File: config.mk
export PLATFORM = sky130hd
export DESIGN_NAME = load_store_unit
export DESIGN_NICKNAME = d
export VERILOG_FILES = /design/src/rtl/load_store_unit.sv
export SDC_FILE = /design/constraint.sdc
export NUM_CORES = 1
export LEC_CHECK = 0
export ABC_AREA = 0
export CELL_PAD_IN_SITES_DETAIL_PLACEMENT = 1
export CELL_PAD_IN_SITES_GLOBAL_PLACEMENT = 2
export CORE_ASPECT_RATIO = 2
export CORE_MARGIN = 2
export CORE_UTILIZATION = 26
export DETAILED_ROUTE_END_ITERATION = 8
export PLACE_DENSITY = 0.83
export SLEW_MARGIN = 20
export SYNTH_ARGS = -nofsm -noshare
export SYNTH_HDL_FRONTEND = slang
export SYNTH_SLANG_ARGS = --single-unit
File: constraint.sdc
create_clock -name i_clk -period 6.4 [get_ports i_clk]
set_clock_uncertainty 0.05 [all_clocks]
set_input_delay 1.92 -clock i_clk [delete_from_list [all_inputs] [get_ports i_clk]]
set_output_delay 1.92 -clock i_clk [all_outputs]
set_load 0.01 [all_outputs]
File: src/rtl/load_store_unit.sv
// Memory-access stage: turns ALU address + rt into a ready/req data-memory
// transaction with byte/halfword lane steering, load extension and core stall.
module load_store_unit #(
  parameter int TIMEOUT_CYCLES = 16
) (
  input  logic        i_clk,
  input  logic        i_rst,
  input  logic [31:0] i_ALUresult,
  input  logic [31:0] i_write_data,
  input  logic        i_MemRead,
  input  logic        i_MemWrite,
  input  logic [1:0]  i_size,
  input  logic        i_unsigned,
  output logic        o_stall,
  output logic [31:0] o_read_data,
  output logic        o_done,
  output logic        o_misaligned,
  output logic        o_bus_error,
  output logic        o_mem_req,
  output logic        o_mem_we,
  output logic [31:0] o_mem_addr,
  output logic [31:0] o_mem_wdata,
  output logic [3:0]  o_mem_be,
  input  logic        i_mem_ready,
  input  logic [31:0] i_mem_rdata
);

  localparam int DATA_W = 32;
  localparam int CNT_W  = (TIMEOUT_CYCLES > 1) ? $clog2(TIMEOUT_CYCLES + 1) : 1;
  localparam logic [CNT_W-1:0] CNT_LAST =
    CNT_W'((TIMEOUT_CYCLES == 0) ? 0 : TIMEOUT_CYCLES - 1);

  typedef enum logic [1:0] {IDLE, ACCESS, DONE} state_t;

  state_t              state, state_nxt;
  logic [CNT_W-1:0]    cnt;
  logic                err_q, mis_q;
  logic [DATA_W-1:0]   addr_q, wdata_q;
  logic [3:0]          be_q;
  logic [1:0]          size_q;
  logic                we_q, uns_q;
  logic                access, misaligned, launch, timeout_hit;

  function automatic logic [DATA_W-1:0] steer_wdata(input logic [1:0] sz,
                                                    input logic [DATA_W-1:0] rt);
    logic [DATA_W-1:0] r;
    case (sz)
      2'b00:   r = {4{rt[7:0]}};
      2'b01:   r = {2{rt[15:0]}};
      default: r = rt;
    endcase
    return r;
  endfunction

  function automatic logic [3:0] steer_be(input logic [1:0] sz, input logic [1:0] lane);
    logic [3:0] r;
    case (sz)
      2'b00:   r = 4'b0001 << lane;
      2'b01:   r = lane[1] ? 4'b1100 : 4'b0011;
      default: r = 4'b1111;
    endcase
    return r;
  endfunction

  function automatic logic [DATA_W-1:0] extend_load(input logic [1:0] sz, input logic uns,
                                                    input logic [1:0] lane,
                                                    input logic [DATA_W-1:0] rdata);
    logic [7:0]        b;
    logic [15:0]       h;
    logic [DATA_W-1:0] r;
    case (lane)
      2'd0:    b = rdata[7:0];
      2'd1:    b = rdata[15:8];
      2'd2:    b = rdata[23:16];
      default: b = rdata[31:24];
    endcase
    h = lane[1] ? rdata[31:16] : rdata[15:0];
    case (sz)
      2'b00:   r = uns ? {24'b0, b} : {{24{b[7]}}, b};
      2'b01:   r = uns ? {16'b0, h} : {{16{h[15]}}, h};
      default: r = rdata;
    endcase
    return r;
  endfunction

  assign access = i_MemRead | i_MemWrite;

  always_comb begin
    misaligned = 1'b0;
    case (i_size)
      2'b00:   misaligned = 1'b0;
      2'b01:   misaligned = i_ALUresult[0];
      default: misaligned = (i_ALUresult[1:0] != 2'b00);
    endcase
  end

  assign launch      = (state == IDLE) && access && !misaligned;
  assign timeout_hit = (TIMEOUT_CYCLES != 0) && (cnt == CNT_LAST);

  always_comb begin
    state_nxt = state;
    o_stall   = 1'b0;
    o_mem_req = 1'b0;
    case (state)
      IDLE: begin
        if (launch) begin
          state_nxt = ACCESS;
          o_stall   = 1'b1;
        end
      end
      ACCESS: begin
        o_stall   = 1'b1;
        o_mem_req = 1'b1;
        if (i_mem_ready || timeout_hit) state_nxt = DONE;
      end
      DONE:    state_nxt = IDLE;
      default: state_nxt = IDLE;
    endcase
  end

  // Request fields are visible only while the access is outstanding
  assign o_mem_we     = (state == ACCESS) && we_q;
  assign o_mem_addr   = (state == ACCESS) ? {addr_q[31:2], 2'b00} : '0;
  assign o_mem_wdata  = (state == ACCESS) ? wdata_q : '0;
  assign o_mem_be     = (state == ACCESS) ? be_q : 4'b0000;
  assign o_done       = (state == DONE) && !err_q;
  assign o_bus_error  = (state == DONE) && err_q;
  assign o_misaligned = mis_q;

  always_ff @(posedge i_clk) begin
    if (i_rst) begin
      state       <= IDLE;
      cnt         <= '0;
      err_q       <= 1'b0;
      mis_q       <= 1'b0;
      o_read_data <= '0;
    end else begin
      state <= state_nxt;
      mis_q <= (state == IDLE) && access && misaligned;
      if (state == ACCESS && !i_mem_ready) cnt <= cnt + 1'b1;
      else                                 cnt <= '0;
      if (state == ACCESS) err_q <= !i_mem_ready && timeout_hit;
      if (state == ACCESS && i_mem_ready && !we_q)
        o_read_data <= extend_load(size_q, uns_q, addr_q[1:0], i_mem_rdata);
    end
  end

  always_ff @(posedge i_clk) begin
    if (launch) begin
      addr_q  <= i_ALUresult;
      size_q  <= i_size;
      uns_q   <= i_unsigned;
      we_q    <= i_MemWrite;
      wdata_q <= steer_wdata(i_size, i_write_data);
      be_q    <= i_MemWrite ? steer_be(i_size, i_ALUresult[1:0]) : 4'b1111;
    end
  end

endmodule

=== Yosys cells after proc, flatten, opt, wreduce, memory -nomap -nowiden ===
Index checks and enable logic that the tools add are counted.

* Flip-flop bits (word level): 113
* Latch bits: 0
* Bits in writable memories: 0
* ROM bits: 0
* Input port bits: 104
* Output and inout port bits: 106
* Memories: 0

* Add/sub/neg operators: 1
* Multipliers: 0
* Divide/modulo/power cells: 0
* Magnitude comparators: 0
* Equality and inequality tests: 9
* Shifts and indexed selects: 1
* Multiplexer cells: 18
* Bitwise gates (word level): 2
* Reductions and logical operators: 22

{| class="wikitable"
|+ Operators with widths
! cell !! number
|-
| $mux W32 || 4
|-
| $pmux W32 S2 || 2
|-
| $pmux W8 S3 || 1
|-
| $mux W16 || 1
|-
| $logic_and A1 B1 Y1 || 10
|-
| $eq A2 B1 Y1 const B || 4
|-
| $logic_not A2 Y1 || 4
|-
| $mux W4 || 2
|-
| $pmux W4 S2 || 1
|-
| $add A5 B1 Y5 const B || 1
|-
| $eq A5 B4 Y1 const B || 1
|-
| $eq A2 B2 Y1 const B || 2
|-
| $logic_not A1 Y1 || 4
|-
| $mux W2 || 2
|-
| $ne A2 B2 Y1 const B || 2
|-
| $pmux W1 S2 || 2
|-
| $pmux W2 S2 || 1
|-
| $shl A1 B2 Y4 const A || 1
|-
| $mux W1 || 2
|-
| $reduce_and A2 Y1 || 1
|-
| $reduce_bool A2 Y1 || 1
|-
| $reduce_or A2 Y1 || 1
|-
| $logic_or A1 B1 Y1 || 1
|-
| $not A1 Y1 || 1
|-
| $or A1 B1 Y1 || 1
|}

=== Depth between registers and ports, before layout ===
Gate-level depths: netlist of run 1.

* Depth after elaboration: 6
* Gate-level depth with buffers: 6
* Mapped depth without buffers: 6

=== Worst setup path before layout of run 1 ===
Ideal clock, no wire load.

* Kind: input to register
* From: in i_size[1]
* To: reg addr_q[0] (enable)
* Library setup time: 0.503 ns
* Arrival time: 5.379 ns
* Slack: 0.468 ns
* Stages: 4
* Path through: clkbuf_1 > a21oi_1 > nor2_1 > nor2_1

* Longest elaborated chain between the ends: 4
* Elaborated cells between the ends (all ways): 5
* Classes of those cells: 1 x eq/ne; 1 x mux; 3 x reduce/logical

{| class="wikitable"
|+ RTL lines
! what !! RTL line !! source
|-
| start: declaration || 12 || <nowiki>input logic [1:0] i_size,</nowiki>
|-
| $eq A2 B1 Y1 / $logic_not A2 Y1 (equally long branches) || 90 || <nowiki>case (i_size)</nowiki>
|-
| $pmux W1 S2 * || 90 ||
|-
| $logic_not A1 Y1 * || 97 || <nowiki>assign launch = (state == IDLE) && access && !misaligned;</nowiki>
|-
| $logic_and A1 B1 Y1 * || 97 ||
|-
| net launch || 42 || <nowiki>logic access, misaligned, launch, timeout_hit;</nowiki>
|-
| end signal: assignment || 150 || <nowiki>addr_q <= i_ALUresult;</nowiki>
|-
| end: declaration || 38 || <nowiki>logic [DATA_W-1:0] addr_q, wdata_q;</nowiki>
|}

Mark *: on every way through the listed nets, which the timed path passes. The rest lies on a longest branch.
A chain may end at the register's enable or synchronous reset.

=== Worst setup path after layout of run 1 ===
* From: in i_ALUresult[0]
* To: out o_stall

* Longest elaborated chain between the ends: 6

{| class="wikitable"
|+ RTL lines
! what !! RTL line !! source
|-
| start: declaration || 8 || <nowiki>input logic [31:0] i_ALUresult,</nowiki>
|-
| $reduce_bool A2 Y1 || 93 || <nowiki>default: misaligned = (i_ALUresult[1:0] != 2'b00);</nowiki>
|-
| $pmux W1 S2 * || 90 ||
|-
| $logic_not A1 Y1 * || 97 ||
|-
| $logic_and A1 B1 Y1 * || 97 ||
|-
| $mux W1 * || 106 || <nowiki>if (launch) begin</nowiki>
|-
| $pmux W1 S2 * || 104 || <nowiki>case (state)</nowiki>
|-
| end: declaration || 14 || <nowiki>output logic o_stall,</nowiki>
|}

Every way passes the cells marked *; elsewhere a longest branch is shown, timed or not.

==> results_dict.tcl, run 1 <==
set metrics [dict create \
    stdcell_count 937 \
    ir_drop_v 0.000178 \
    drt_iter0_drc 131 \
    clkTransAtPathRegs_ns 0.05 \
    postCtsSetupBuffers 0 \
    reg2reg_to "o_read_data[30]" \
    grt_pass1_vias 4880 \
    grt-ovfl-total 0 \
    critical_path_arrival_ns 3.71 \
    holdBufCountCts 0 \
    fin_crit_sh_pct 88.8 \
    hold_class "reg2reg" \
    rows 73 \
    diodes 0 \
    dp_hpwl_um 12800 \
    ys_types 47 \
    reg2reg_from "state[1]" \
    cts_resized 0 \
    start_kind "input pin" \
    finalCriticalPeriod_ns 5.68 \
    synthFlopType "edfxtp_1" \
    reg2reg_slack_ns 3.52 \
    synth_edf_count 72 \
    grt_usage_pct 16.5 \
    syn2layout_area_growth_pct 55.9 \
    die_h_um 204 \
    antenna_found_initial 0 \
    synth_seq_area_share_pct 57.5 \
    worst-r2r-cell-count 5 \
    rsz0062_at_grt "false" \
    slew_viol_final 0 \
    synth_top_cell_area_share_pct 41.7 \
    drive_gt1_share_pct 10.8 \
    synthCells 460 \
    synthTopCellsByArea "edfxtp_1 42%, dfxtp_1 16%, and2_1 8.1%, nor2_1 3.8%, mux2_2 3.5%" \
    drt-total-wl_um 17200 \
    grt_pass1_wl_um 26700 \
    synth.largest_area_cell "edfxtp_1" \
    die_area_um2 21200 \
    cts_buffers 17 \
    setup_ws_ns 0.717 \
    synth.avg_cell_area_um2 11.3 \
    cp-startpoint "i_ALUresult[0]" \
    end_kind "output port" \
    cts_tree "built" \
    p_per_area_nw_per_um2 262 \
    start_util_pct 26.3 \
    nets 768 \
    outcome "finished, final reports clean" \
    place_ws_ns 0.710 \
    firstDrtPassIters 4 \
    drcViolationCount 0 \
    synthTopCellsByCount "72 x edfxtp_1, 67 x and2_1, 52 x nor2_1" \
    gp_congestion 0.743 \
    h-tree-depth 4 \
    yosysWarningCount 0 \
    grt_max_degree 73 \
    fmax_mhz 176 \
    die_x_um 104 \
    synth_area_um2 5190 \
    via_per_inst 4.61 \
    power.leakage_uw 0.00287 \
    core_um2 19700 \
    setup_violations 0 \
    fin_tns_setup_ns 0 \
    drv_cap 0 \
    relSlewSlack_pct 28.9 \
    cp.required_ns 4.43 \
    clock_sinks 113 \
    clock_latency_ns 0.41 \
    drt.antenna.violating_nets 0 \
    crit_fanout 5 \
    routed-via-count 4321 \
    power_uw 2120 \
    root_buffer "clkbuf_16" \
    synth_most_common_cell "edfxtp_1" \
    final_util_pct 41.0 \
    pin_count 210 \
    cts_buffer_depth 2 \
    crit_end "o_stall" \
    worstSetupPathType "in2out" \
    io_buffers 207 \
    worstMarginPinSlew_ns 1.07 \
    dpl.cell_count 905 \
    async_flop_share_pct 0 \
    wl_per_cell_um 18.3 \
    synth-seq-cells 113 \
    hold_violations 0 \
]
==> per-stage QoR <==
stage                     cell area [um2]  hold slack [ns]
after floorplan                      5190            0.368
after global placement               7500            0.377
after detailed placement             7500            0.399
after CTS                            8090            0.412
after global routing                 8090            0.444
final                                8090            0.408
==> worst max-delay path: stages <==
cell	delay [ns]
clkdlybuf4s50_1	0.49
a21oi_1	0.29
nor2_1	0.16
o31ai_1	0.24
clkdlybuf4s50_1	0.61
==> sequential cells by signal, summed over array words and instances (netlist names) <==
name and count:
wdata_q 32, err_q 1, we_q 1, addr_q 32, o_misaligned 1, uns_q 1
cnt 5, be_q 4, size_q 2, state 2, o_read_data 32
==> cell families (layout without fill, tap and decap cells) <==
| kind of cell | after synthesis | in the layout | synth area share, % |
|---|---|---|---|
| AO/OA/AOI/OAI | 85 | 85 | 11.7 |
| flip-flops | 113 | 113 | 57.5 |
| XOR/XNOR | 2 | 2 | 0.338 |
| multiplexers | 33 | 33 | 6.75 |
| other | 1 | 2 | 0.0723 |
| adder cells (fa/ha/maj) | 2 | 2 | 0.482 |
| AND/OR/NAND/NOR | 187 | 187 | 19.8 |
| buffers and inverters | 37 | 251 | 3.35 |
==> report_power, final <==
part | internal (uW) | switching, uW
logic | 168 | 151
clock network | 576 | 365
registers | 833 | 22.9
total | 1580 | 539
==> worst min-delay path by stage <==
| stage | slack [ns] | cells past startpoint | end | start |
|---|---|---|---|---|
| finish | 0.41 | 1 | cnt[0] | cnt[0] |
| global placement | 0.38 | 1 | cnt[0] | cnt[0] |
| detailed placement | 0.40 | 1 | cnt[0] | cnt[0] |
| global route | 0.44 | 1 | cnt[0] | cnt[0] |
| CTS | 0.41 | 1 | cnt[0] | cnt[0] |
| floorplan | 0.37 | 1 | cnt[0] | cnt[0] |
==> cell usage in the layout, fill, tap and decap left out, types with 2 or more instances in the layout <==
master	synthesis	layout
edfxtp_1	72	72
nor2_1	52	51
nand2_1	33	33
ha_1	2	2
bufinv_16	0	2
and3_1	8	8
mux2i_1	17	17
and2_1	67	67
nand3b_1	9	9
clkdlybuf4s50_1	0	207
inv_1	5	5
o21bai_1	7	7
a211oi_2	10	10
clkinvlp_4	0	3
inv_6	0	2
mux2_2	16	16
or3_1	2	2
a21oi_1	17	17
conb_1	1	2
and3b_1	2	2
dfxtp_1	41	41
clkbuf_16	0	17
buf_4	3	6
clkinv_4	0	6
nor3_1	2	2
nor2b_1	2	2
a211oi_1	22	22
o21ai_0	21	21
==> cell type report <==
cell class | instances | area, um2
clock buffers | 17 | 425
clock inverters | 15 | 161
fillers | 2220 | 11600
inverters | 6 | 22.5
multi-input cells | 311 | 2050
flip-flops and latches | 113 | 2980
well taps | 262 | 328
repair buffers | 213 | 2120
==> layer usage <==
layer / GRT usage, % / wire (um)
met5: 0 / 0
met4: 6.95 / 451
met3: 4.54 / 909
met2: 32.8 / 9890
met1: 15.5 / 5930
No activity file was read; power rests on OpenSTA's default activity.
==> inputs of run 2 (changes only) <==
CAP_MARGIN = 20   (was unset)
clock period = 6.3 ns   (was 6.4 ns; I/O delays follow)
==> run 2 against run 1 <==
  * Non-clock buffer count stayed put
  * Register-to-register slack worse by 0.12 ns
  * Global-route usage hardly changed
  * Sequential share of layout area is 0.051 points lower
  * Final cell count stayed put
  * Combinational power is 2% higher
  * Power is 1.5% higher
  * Hold slack better by 0.0050 ns
  * Final area is 0.14% higher
  * Clock-buffer cell count stayed put
  * Die area stayed put
  * Critical path depth stayed put
  * Critical path type unchanged
  * Largest power group unchanged
==> results_dict.tcl, run 2 (synthesized netlist as in run 1, its figures left out) <==
set metrics [dict create \
    p_per_area_nw_per_um2 265 \
    firstDrtPassIters 6 \
    outcome "finished, final reports clean" \
    crit_fanout 5 \
    fin_tns_setup_ns 0 \
    drive_gt1_share_pct 11.0 \
    crit_chain "clkdlybuf4s50_1 -> a21oi_1 -> nor2_1 -> o31ai_1 -> clkdlybuf4s50_1" \
    gp_congestion 0.734 \
    multi_input_area_um2 2050 \
    dp_hpwl_um 12700 \
    critPathBufInv 2 \
    layout_common_cells "207 x clkdlybuf4s50_1, 72 x edfxtp_1, 67 x and2_1, 51 x nor2_1, 41 x dfxtp_1" \
    cts_buffers 17 \
    slowest_delay_ns 0.61 \
    hold_violations 0 \
    pin_count 210 \
    layout_commonest_cell "clkdlybuf4s50_1" \
    drv_cap 0 \
    regArea_um2 2980 \
    postCtsSetupBuffers 0 \
    setup_violations 0 \
    end_kind "output port" \
    cts_buffer_depth 2 \
    fillerInstances 2211 \
    diodes 0 \
    worstMarginPinSlew_ns 1.06 \
    io_buffers 207 \
    critical_path_arrival_ns 3.69 \
    grt-ovfl-total 0 \
    worstSetupPathType "in2out" \
    rsz0062_at_grt "false" \
    wl_per_cell_um 18.1 \
    drt_iter0_drc 107 \
    critPathSlowestCell "clkdlybuf4s50_1" \
    hold_ws_ns 0.414 \
    path_common_cell "clkdlybuf4s50_1" \
    clock_sinks 113 \
    grt_max_degree 72 \
    via_per_inst 4.56 \
    drt.antenna.violating_nets 0 \
    start_kind "input pin" \
    nets 768 \
    cts_resized 0 \
    hold_class "reg2reg" \
    ir_drop_v 0.000202 \
    slew_viol_final 0 \
    die_area_um2 21200 \
    grt_pass1_vias 4798 \
    root_buffer "clkbuf_16" \
    die_x_um 104 \
    rows 73 \
    clkTransAtPathRegs_ns 0.06 \
    fin_crit_sh_pct 89.3 \
    die_h_um 204 \
    drt-total-wl_um 16900 \
    crit_family "buffers and inverters" \
    grt_pass1_wl_um 26400 \
    holdBufCountCts 0 \
    grt_usage_pct 16.5 \
    relSlewSlack_pct 28.9 \
    core_um2 19700 \
    routed-via-count 4273 \
    start_util_pct 26.3 \
    syn2layout_area_growth_pct 56.1 \
    cp.required_ns 4.36 \
    drcViolationCount 0 \
    cts_tree "built" \
    fmax_mhz 178 \
    finalCriticalPeriod_ns 5.63 \
    clock_latency_ns 0.43 \
    antenna_found_initial 0 \
    reg_top3 "addr_q (32), o_read_data (32), wdata_q (32)" \
    power.leakage_uw 0.00287 \
    h-tree-depth 4 \
]
## run 2: cell count changes in the layout (fill, tap and decap cells not counted), sizes merged
cell / previous run / this run
clkinv: 8 / 6
clkinvlp: 3 / 5
## run 2: layer usage
| metal | vias up | part of all wire, % | global-route usage (%) |
|---|---|---|---|
| met2 | 156 | 57 | 31.8 |
| met3 | 29 | 6.3 | 5.82 |
| met5 | - | 0 | 0 |
| met1 | 2054 | 33 | 15.0 |
| li1 | 2034 | - | - |
| met4 | 0 | 3.2 | 8.01 |
## run 2: per-stage QoR
step,cells,total power (uW),instance area [um2],setup slack (ns),util (%)
after detailed placement,905,1220,7510,0.672,38.1
after CTS,937,2190,8100,0.671,41.0
after global routing,937,2240,8100,0.606,41.0
after floorplan,461,1020,5190,0.398,-
final,937,2150,8100,0.673,41.0
after global placement,905,1210,7510,0.710,38.1
## run 2: layout make-up
cell class                      count  area share (%)
Clock buffer                       17            5.25
Multi-Input combinational cell    311            25.3
Inverter                            6           0.278
Tap cell                          262            4.05
Clock inverter                     15            1.98
Sequential cell                   113            36.8
Timing Repair Buffer              213            26.3
## run 2: where the power goes
group          leakage [uW]  internal (uW)  switching, uW
clock              0.000272            583            370
sequential          0.00101            846           22.3
combinational       0.00159            173            154
## run 2: worst register-to-register path, cell delays in order, from the launching register on
cell and delay, ns:
dfxtp_1 0.34, nand2b_4 0.19, inv_2 0.69, nand3b_4 0.36, a211oi_4 0.92, a211oi_1 0.17
## run 2: path summary, 6_finish.rpt
check	start	end	slack [ns]	cells past startpoint
hold reg to reg	cnt[0]	cnt[0]	0.41	1
setup / recovery	i_ALUresult[0]	o_stall	0.67	5
setup reg to reg	state[1]	o_read_data[27]	3.40	5
hold / removal	cnt[0]	cnt[0]	0.41	1
